$ cat config.mk
export PLATFORM = sky130hd
export DESIGN_NAME = store_buffer
export DESIGN_NICKNAME = d
export VERILOG_FILES = /design/src/rtl/brisc_pkg.sv /design/src/rtl/stb_fwd_lookup.sv /design/src/rtl/store_buffer.sv
export SDC_FILE = /design/constraint.sdc
export NUM_CORES = 1
export LEC_CHECK = 0
export BUFFER_PORTS_ARGS = -buffer_cell sky130_fd_sc_hd__buf_2
export CORE_ASPECT_RATIO = 0.7
export CORE_MARGIN = 8
export CORE_UTILIZATION = 40
export DETAILED_ROUTE_END_ITERATION = 8
export REMOVE_ABC_BUFFERS = 1
export SYNTH_ARGS = -nofsm -noshare
export SYNTH_HDL_FRONTEND = slang
export SYNTH_HIERARCHICAL = 1
export SYNTH_SLANG_ARGS = --single-unit
$ cat constraint.sdc
create_clock -name clk -period 3.88 [get_ports clk]
set_clock_uncertainty 0.15 [all_clocks]
set_input_delay 0.582 -clock clk [delete_from_list [all_inputs] [get_ports clk]]
set_output_delay 0.582 -clock clk [all_outputs]
set_load 0.1 [all_outputs]
$ cat src/rtl/brisc_pkg.sv
// Shared core parameters and the store-buffer entry layout.
package brisc_pkg;

    localparam int XLEN            = 32;
    localparam int STB_NUM_ENTRIES = 4;

    typedef struct packed {
        logic            valid;
        logic            committed;
        logic [XLEN-1:0] addr;
        logic [XLEN-1:0] data;
        logic            is_byte;
    } stb_entry_t;

    typedef enum logic {
        STB_IDLE  = 1'b0,
        STB_DRAIN = 1'b1
    } stb_state_e;

endpackage

$ cat src/rtl/stb_fwd_lookup.sv
// Combinational store-to-load forwarding search; the youngest word-matching
// valid entry decides between hit, conflict or miss.
module stb_fwd_lookup
    import brisc_pkg::*;
#(
    parameter int NUM_ENTRIES = STB_NUM_ENTRIES,
    localparam int PW = $clog2(NUM_ENTRIES)
) (
    input  stb_entry_t      entries_in [NUM_ENTRIES],
    input  logic [PW-1:0]   tail_in,
    input  logic [XLEN-1:0] ld_addr_in,
    input  logic            ld_byte_in,
    output logic            hit_out,
    output logic            conflict_out,
    output logic [XLEN-1:0] data_out
);

    logic [NUM_ENTRIES-1:0] match;
    logic [NUM_ENTRIES-1:0] unused_committed;
    logic                   found;
    stb_entry_t             sel;
    logic [PW-1:0]          idx;
    logic [XLEN-1:0]        lane;

    generate
        for (genvar gi = 0; gi < NUM_ENTRIES; gi++) begin : g_match
            assign match[gi] = entries_in[gi].valid &&
                               (entries_in[gi].addr[XLEN-1:2] == ld_addr_in[XLEN-1:2]);
            assign unused_committed[gi] = entries_in[gi].committed;
        end
    endgenerate

    // Walk from tail (oldest slot) round to tail-1 so the youngest match overrides.
    always_comb begin
        found = 1'b0;
        sel   = '0;
        idx   = '0;
        for (int k = 0; k < NUM_ENTRIES; k++) begin
            idx = tail_in + PW'(k);
            if (match[idx]) begin
                found = 1'b1;
                sel   = entries_in[idx];
            end
        end
    end

    always_comb begin
        hit_out      = 1'b0;
        conflict_out = 1'b0;
        data_out     = '0;
        lane         = sel.data >> {ld_addr_in[1:0], 3'b000};
        if (found) begin
            if (!sel.is_byte) begin
                hit_out  = 1'b1;
                data_out = ld_byte_in ? {{(XLEN-8){1'b0}}, lane[7:0]} : sel.data;
            end else if (ld_byte_in && (sel.addr[1:0] == ld_addr_in[1:0])) begin
                hit_out  = 1'b1;
                data_out = sel.data;
            end else begin
                conflict_out = 1'b1;
            end
        end
    end

endmodule

$ cat src/rtl/store_buffer.sv
// Circular store buffer: allocates executed stores, marks them committed in
// order, drains committed heads to the dcache and forwards to younger loads.
module store_buffer
    import brisc_pkg::*;
#(
    parameter int NUM_ENTRIES = STB_NUM_ENTRIES
) (
    input  logic            clk,
    input  logic            reset,
    input  logic            enable,
    input  logic            st_valid_in,
    input  logic [XLEN-1:0] st_addr_in,
    input  logic [XLEN-1:0] st_data_in,
    input  logic            st_byte_in,
    output logic            full_out,
    input  logic            commit_in,
    input  logic            flush_in,
    output logic            dc_req_out,
    output logic [XLEN-1:0] dc_addr_out,
    output logic [XLEN-1:0] dc_data_out,
    output logic            dc_byte_out,
    input  logic            dc_ack_in,
    input  logic [XLEN-1:0] ld_addr_in,
    input  logic            ld_byte_in,
    output logic            fwd_hit_out,
    output logic [XLEN-1:0] fwd_data_out,
    output logic            fwd_conflict_out,
    output logic            empty_out
);

    localparam int PW = $clog2(NUM_ENTRIES);
    localparam int CW = PW + 1;

    stb_entry_t    entries_q [NUM_ENTRIES];
    stb_entry_t    entries_d [NUM_ENTRIES];
    logic [PW-1:0] head_q, head_d;
    logic [PW-1:0] tail_q, tail_d;
    logic [PW-1:0] cmt_q, cmt_d;
    logic [CW-1:0] cnt_q, cnt_d;
    stb_state_e    state_q, state_d;

    logic          alloc;
    logic          commit_fire;
    logic          pop;
    logic [CW-1:0] n_committed;
    logic [CW-1:0] n_uncommitted;

    assign full_out    = (cnt_q == CW'(NUM_ENTRIES));
    assign empty_out   = (cnt_q == '0);
    assign dc_req_out  = (state_q == STB_DRAIN);
    assign dc_addr_out = entries_q[head_q].addr;
    assign dc_data_out = entries_q[head_q].data;
    assign dc_byte_out = entries_q[head_q].is_byte;

    always_comb begin
        entries_d     = entries_q;
        head_d        = head_q;
        tail_d        = tail_q;
        cmt_d         = cmt_q;
        cnt_d         = cnt_q;
        state_d       = state_q;
        alloc         = st_valid_in && !full_out && !flush_in;
        commit_fire   = commit_in && entries_q[cmt_q].valid && !entries_q[cmt_q].committed;
        pop           = (state_q == STB_DRAIN) && dc_ack_in;
        n_committed   = '0;
        n_uncommitted = '0;

        if (enable) begin
            if (commit_fire) begin
                entries_d[cmt_q].committed = 1'b1;
                cmt_d = cmt_q + PW'(1);
            end

            // Counted after this cycle's commit so a same-cycle flush keeps it.
            for (int i = 0; i < NUM_ENTRIES; i++) begin
                n_committed = n_committed + CW'(entries_d[i].valid && entries_d[i].committed);
            end
            n_uncommitted = cnt_q - n_committed;

            if (flush_in) begin
                for (int k = 0; k < NUM_ENTRIES; k++) begin
                    if (CW'(k) < n_uncommitted) begin
                        entries_d[cmt_d + PW'(k)].valid     = 1'b0;
                        entries_d[cmt_d + PW'(k)].committed = 1'b0;
                    end
                end
                tail_d = cmt_d;
            end else if (alloc) begin
                entries_d[tail_q].valid     = 1'b1;
                entries_d[tail_q].committed = 1'b0;
                entries_d[tail_q].addr      = st_addr_in;
                entries_d[tail_q].data      = st_data_in;
                entries_d[tail_q].is_byte   = st_byte_in;
                tail_d = tail_q + PW'(1);
            end

            if (pop) begin
                entries_d[head_q].valid     = 1'b0;
                entries_d[head_q].committed = 1'b0;
                head_d = head_q + PW'(1);
            end

            if (flush_in) begin
                cnt_d = n_committed - CW'(pop);
            end else begin
                cnt_d = cnt_q + CW'(alloc) - CW'(pop);
            end

            if ((state_q == STB_DRAIN) && !dc_ack_in) begin
                state_d = STB_DRAIN;
            end else if (entries_d[head_d].valid && entries_d[head_d].committed) begin
                state_d = STB_DRAIN;
            end else begin
                state_d = STB_IDLE;
            end
        end
    end

    always_ff @(posedge clk) begin
        if (reset) begin
            for (int i = 0; i < NUM_ENTRIES; i++) begin
                entries_q[i] <= '0;
            end
            head_q  <= '0;
            tail_q  <= '0;
            cmt_q   <= '0;
            cnt_q   <= '0;
            state_q <= STB_IDLE;
        end else begin
            entries_q <= entries_d;
            head_q    <= head_d;
            tail_q    <= tail_d;
            cmt_q     <= cmt_d;
            cnt_q     <= cnt_d;
            state_q   <= state_d;
        end
    end

    stb_fwd_lookup #(
        .NUM_ENTRIES (NUM_ENTRIES)
    ) u_fwd (
        .entries_in   (entries_q),
        .tail_in      (tail_q),
        .ld_addr_in   (ld_addr_in),
        .ld_byte_in   (ld_byte_in),
        .hit_out      (fwd_hit_out),
        .conflict_out (fwd_conflict_out),
        .data_out     (fwd_data_out)
    );

endmodule

==> flow_summary.yaml <==
outcome:
  status: "finished with violations"
  violations: "setup timing"
detailed_routing:
  via_count: 20482
  drc: 0
  ant_nets: 0
  dr.pass1.iters: 6
  viasPerCell: 5.876
  drt_iter0_drc: 2103
  routed_wl_mm: 78.44
  routedWlPerCell_um: 22.50
critical_path:
  worst_r2r_startpoint: "entries_q[133]"
  setup.worst_path.start_class: "register"
  critPathKind: "reg -> out"
  cp.required_ps: 3150
  r2r_slack_ps: -330
  worstSetupEndpointType: "output pin"
  crit_fanout: 6
  arrival_ps: 4430
timing:
  min_period_ps: 5167
  drv_slew: 0
  worst_slew_pin_slew_ps: 1037
  layout_setup_ws_ps: -1287
  fin_hold_ws_ps: 113.9
  slew_headroom: 0.3078
  hold_viol: 0
  rsz0062_at_grt: "yes"
  finalSetupViolations: 43
  period_share: 1.332
  max_freq_mhz: 193.5
pwr:
  clockPowerShare: 0.420
  pwr_density_cell_nw_per_um2: 293.1
  combPwrFrac: 0.204
  p_switching_mw: 2.287
  totalPowerFinal_mw: 7.812
  power_frac_seq: 0.376
  p_sw_frac: 0.2927
  p_int_mw: 5.525
  vdd_ir_drop_max_mv: 0.3258
  p_leak_nw: 9.775
place:
  dpl_cell_area_um2: 23770
  dpl.hpwl_mm: 54.13
  dp.cells: 3386
  place.gp.congestion: 0.9683
  io_buffers: 206
clocking:
  postCtsHoldBufs: 0
  clk_pin_slew_ps: 70
  cts_tree: "yes"
  cts_buffer_depth: 3
  worstSkewPairLatency_ps: 580
  cts-root-buf: "clkbuf_16"
  numCtsBuffers: 31
  htreeDepth: 1
  cts_sinks: 278
run:
  drv_cap: 0
cells_and_area:
  nets: 2974
  syn2layout_area_growth_pct: 42.97
  layout.area.seq_um2: 5608
  fill_cells: 4094
  drive_gt1_frac: 0.3895
  multi_input_area_um2: 13320
  final_cells: 3486
  postLayoutCellArea_um2: 26650
logic_synthesis:
  yosysTopAreaCell: "dfxtp_1"
  ys.warnings.count: 6
  synth_cell_types: 91
  syn_area_per_cell_um2: 8.043
  synth_edf_count: 0
  ys_seq_area_frac: 0.2985
  syn_inst: 2318
  async_flop_share: 0
  synth_top_area_share: 0.2985
  ys.flop_type: "dfxtp_1"
  ys_seq_elements: 278
  yosys-top-cells-area: "dfxtp_1 (30%), nand2_1 (12%), a21oi_1 (8.6%)"
  netlist_area_um2: 18640
grt:
  grt_max_degree: 114
  grt_overflow: 0
  grt_pass1_wl_mm: 117.5
  grt_pass1_vias: 19747
  antenna_found_initial: 13
  grt_usage: 0.2746
die:
  ioPinCount: 207
  start_util: 0.4031
  die-area_um2: 53880
  dieHeight_um: 196.6
  rows: 66
  die-width_um: 274.0
  core_area_um2: 46240
min_path:
  hp-start: "st_addr_in[27]"
  hp-class: "in -> reg"
## cells in the mapped netlist (4+ instances only)
master     instances
o211a_1            5
nand2_1          619
o21ai_0           24
o211ai_1           7
or4_1              6
buf_1             15
clkbuf_1         110
mux2_2            62
a32oi_1            9
nor3b_1            5
ha_1              19
xnor2_2           14
a311oi_1          10
mux2i_1           89
a221oi_1          28
nor2_1            75
buf_6              9
nand3_1           28
buf_2             63
o221ai_1           8
a21oi_1          321
nor4_1            15
a21o_1             4
a2111o_1           4
a31oi_1           11
and3_1             4
nand4_1           61
o22a_1             9
dfxtp_1          278
o22ai_1            8
a2bb2oi_1          5
a22oi_1           15
mux4_2            68
or4_4              4
buf_4              6
xnor2_1          113
a211oi_1          17
a41oi_1            4
nor2b_1            7
a221o_1            8
and2_1             7
inv_1             22
nand2b_1          12
nor3_1            35
## routing by layer
layer  global-route usage  vias up  wire length [um]
li1                     -     9336                 -
met1               0.3906     9899             34250
met2               0.4090     1088             33880
met3              0.07180      141              8408
met4              0.07247       18              1788
met5                    0        -               116
## worst paths after layout
kind                           to  cells after the start
hold / removal           register                      3
setup reg to reg   entries_q[133]                     17
hold reg to reg          register                      2
setup / recovery  fwd_data_out[5]                     18
## cells by family after synthesis
group                    count (synthesis)  share of synthesized area
multiplexers                           219                     0.1674
buffers and inverters                  230                    0.05651
AO/OA/AOI/OAI                          541                     0.1849
XOR/XNOR                               130                    0.06671
adder cells (fa/ha/maj)                 23                    0.01658
flip-flops                             278                     0.2985
AND/OR/NAND/NOR                        897                     0.2094
## cell type report
cell class,instances,share of cell area
diodes,4,0.0003755
clock buffers,42,0.03338
clock inverters,14,0.008450
inverters,24,0.003474
multi-input cells,1811,0.4997
flip-flops and latches,278,0.2104
well taps,612,0.02873
repair buffers,701,0.2155
## power groups by stage
stage / clock network [mW] / logic, mW / registers (mW)
2_1_floorplan: 0 / 0.691 / 3.04
3_3_place_gp: 0 / 1.37 / 2.99
3_5_place_dp: 0 / 1.39 / 3.00
4_1_cts: 3.34 / 1.47 / 2.93
5_1_grt: 3.43 / 1.66 / 2.94
6_report: 3.28 / 1.59 / 2.94
## layout by cell type, fill, tap and decap left out, drive strengths merged, types with 12 or more instances in the layout
cell,instances
mux2,62
a31oi,13
mux4,69
nand3,28
buf,698
clkbuf,45
nand2b,12
a221oi,28
o21ai,25
a211oi,19
nor4,19
nor2,76
nor3,37
mux2i,89
xnor2,127
inv,22
ha,19
nand4,61
dfxtp,278
nand2,620
a22oi,15
a21oi,322
## critical path, stage by stage, from the launching register on
cell       delay, ps
dfxtp_2          350
xnor2_2          110
buf_4            160
nand4_1          260
or4_4            610
buf_6            150
a2111oi_4        260
buf_4            180
a21oi_4           70
nand2_4          150
nand3_2           80
a31oi_1          200
xnor2_1          190
a31oi_4          160
buf_12           170
clkbuf_16        150
buf_4            150
nor3_4           230
buf_12           200
## what timing repair did
item / 4_1_cts / 5_1_grt
endpoints found under the hold margin: 0 / 0
gates resized for setup: 165 / 100
setup endpoints to repair: 43 / 43
pin swaps: 52 / 76
buffers inserted: 26 / 26
gates cloned: 1 / 3
## through the flow
step / setup slack [ps] / setup TNS (ps) / util
after floorplan: -8530 / -1096950 / -
after CTS: -1203 / -38920 / 0.5607
after global placement: -1465 / -47850 / 0.5140
after detailed placement: -1407 / -46300 / 0.5140
after global routing: -1358 / -46390 / 0.5763
final: -1287 / -42890 / 0.5764
(Power assumes the default switching activity.)
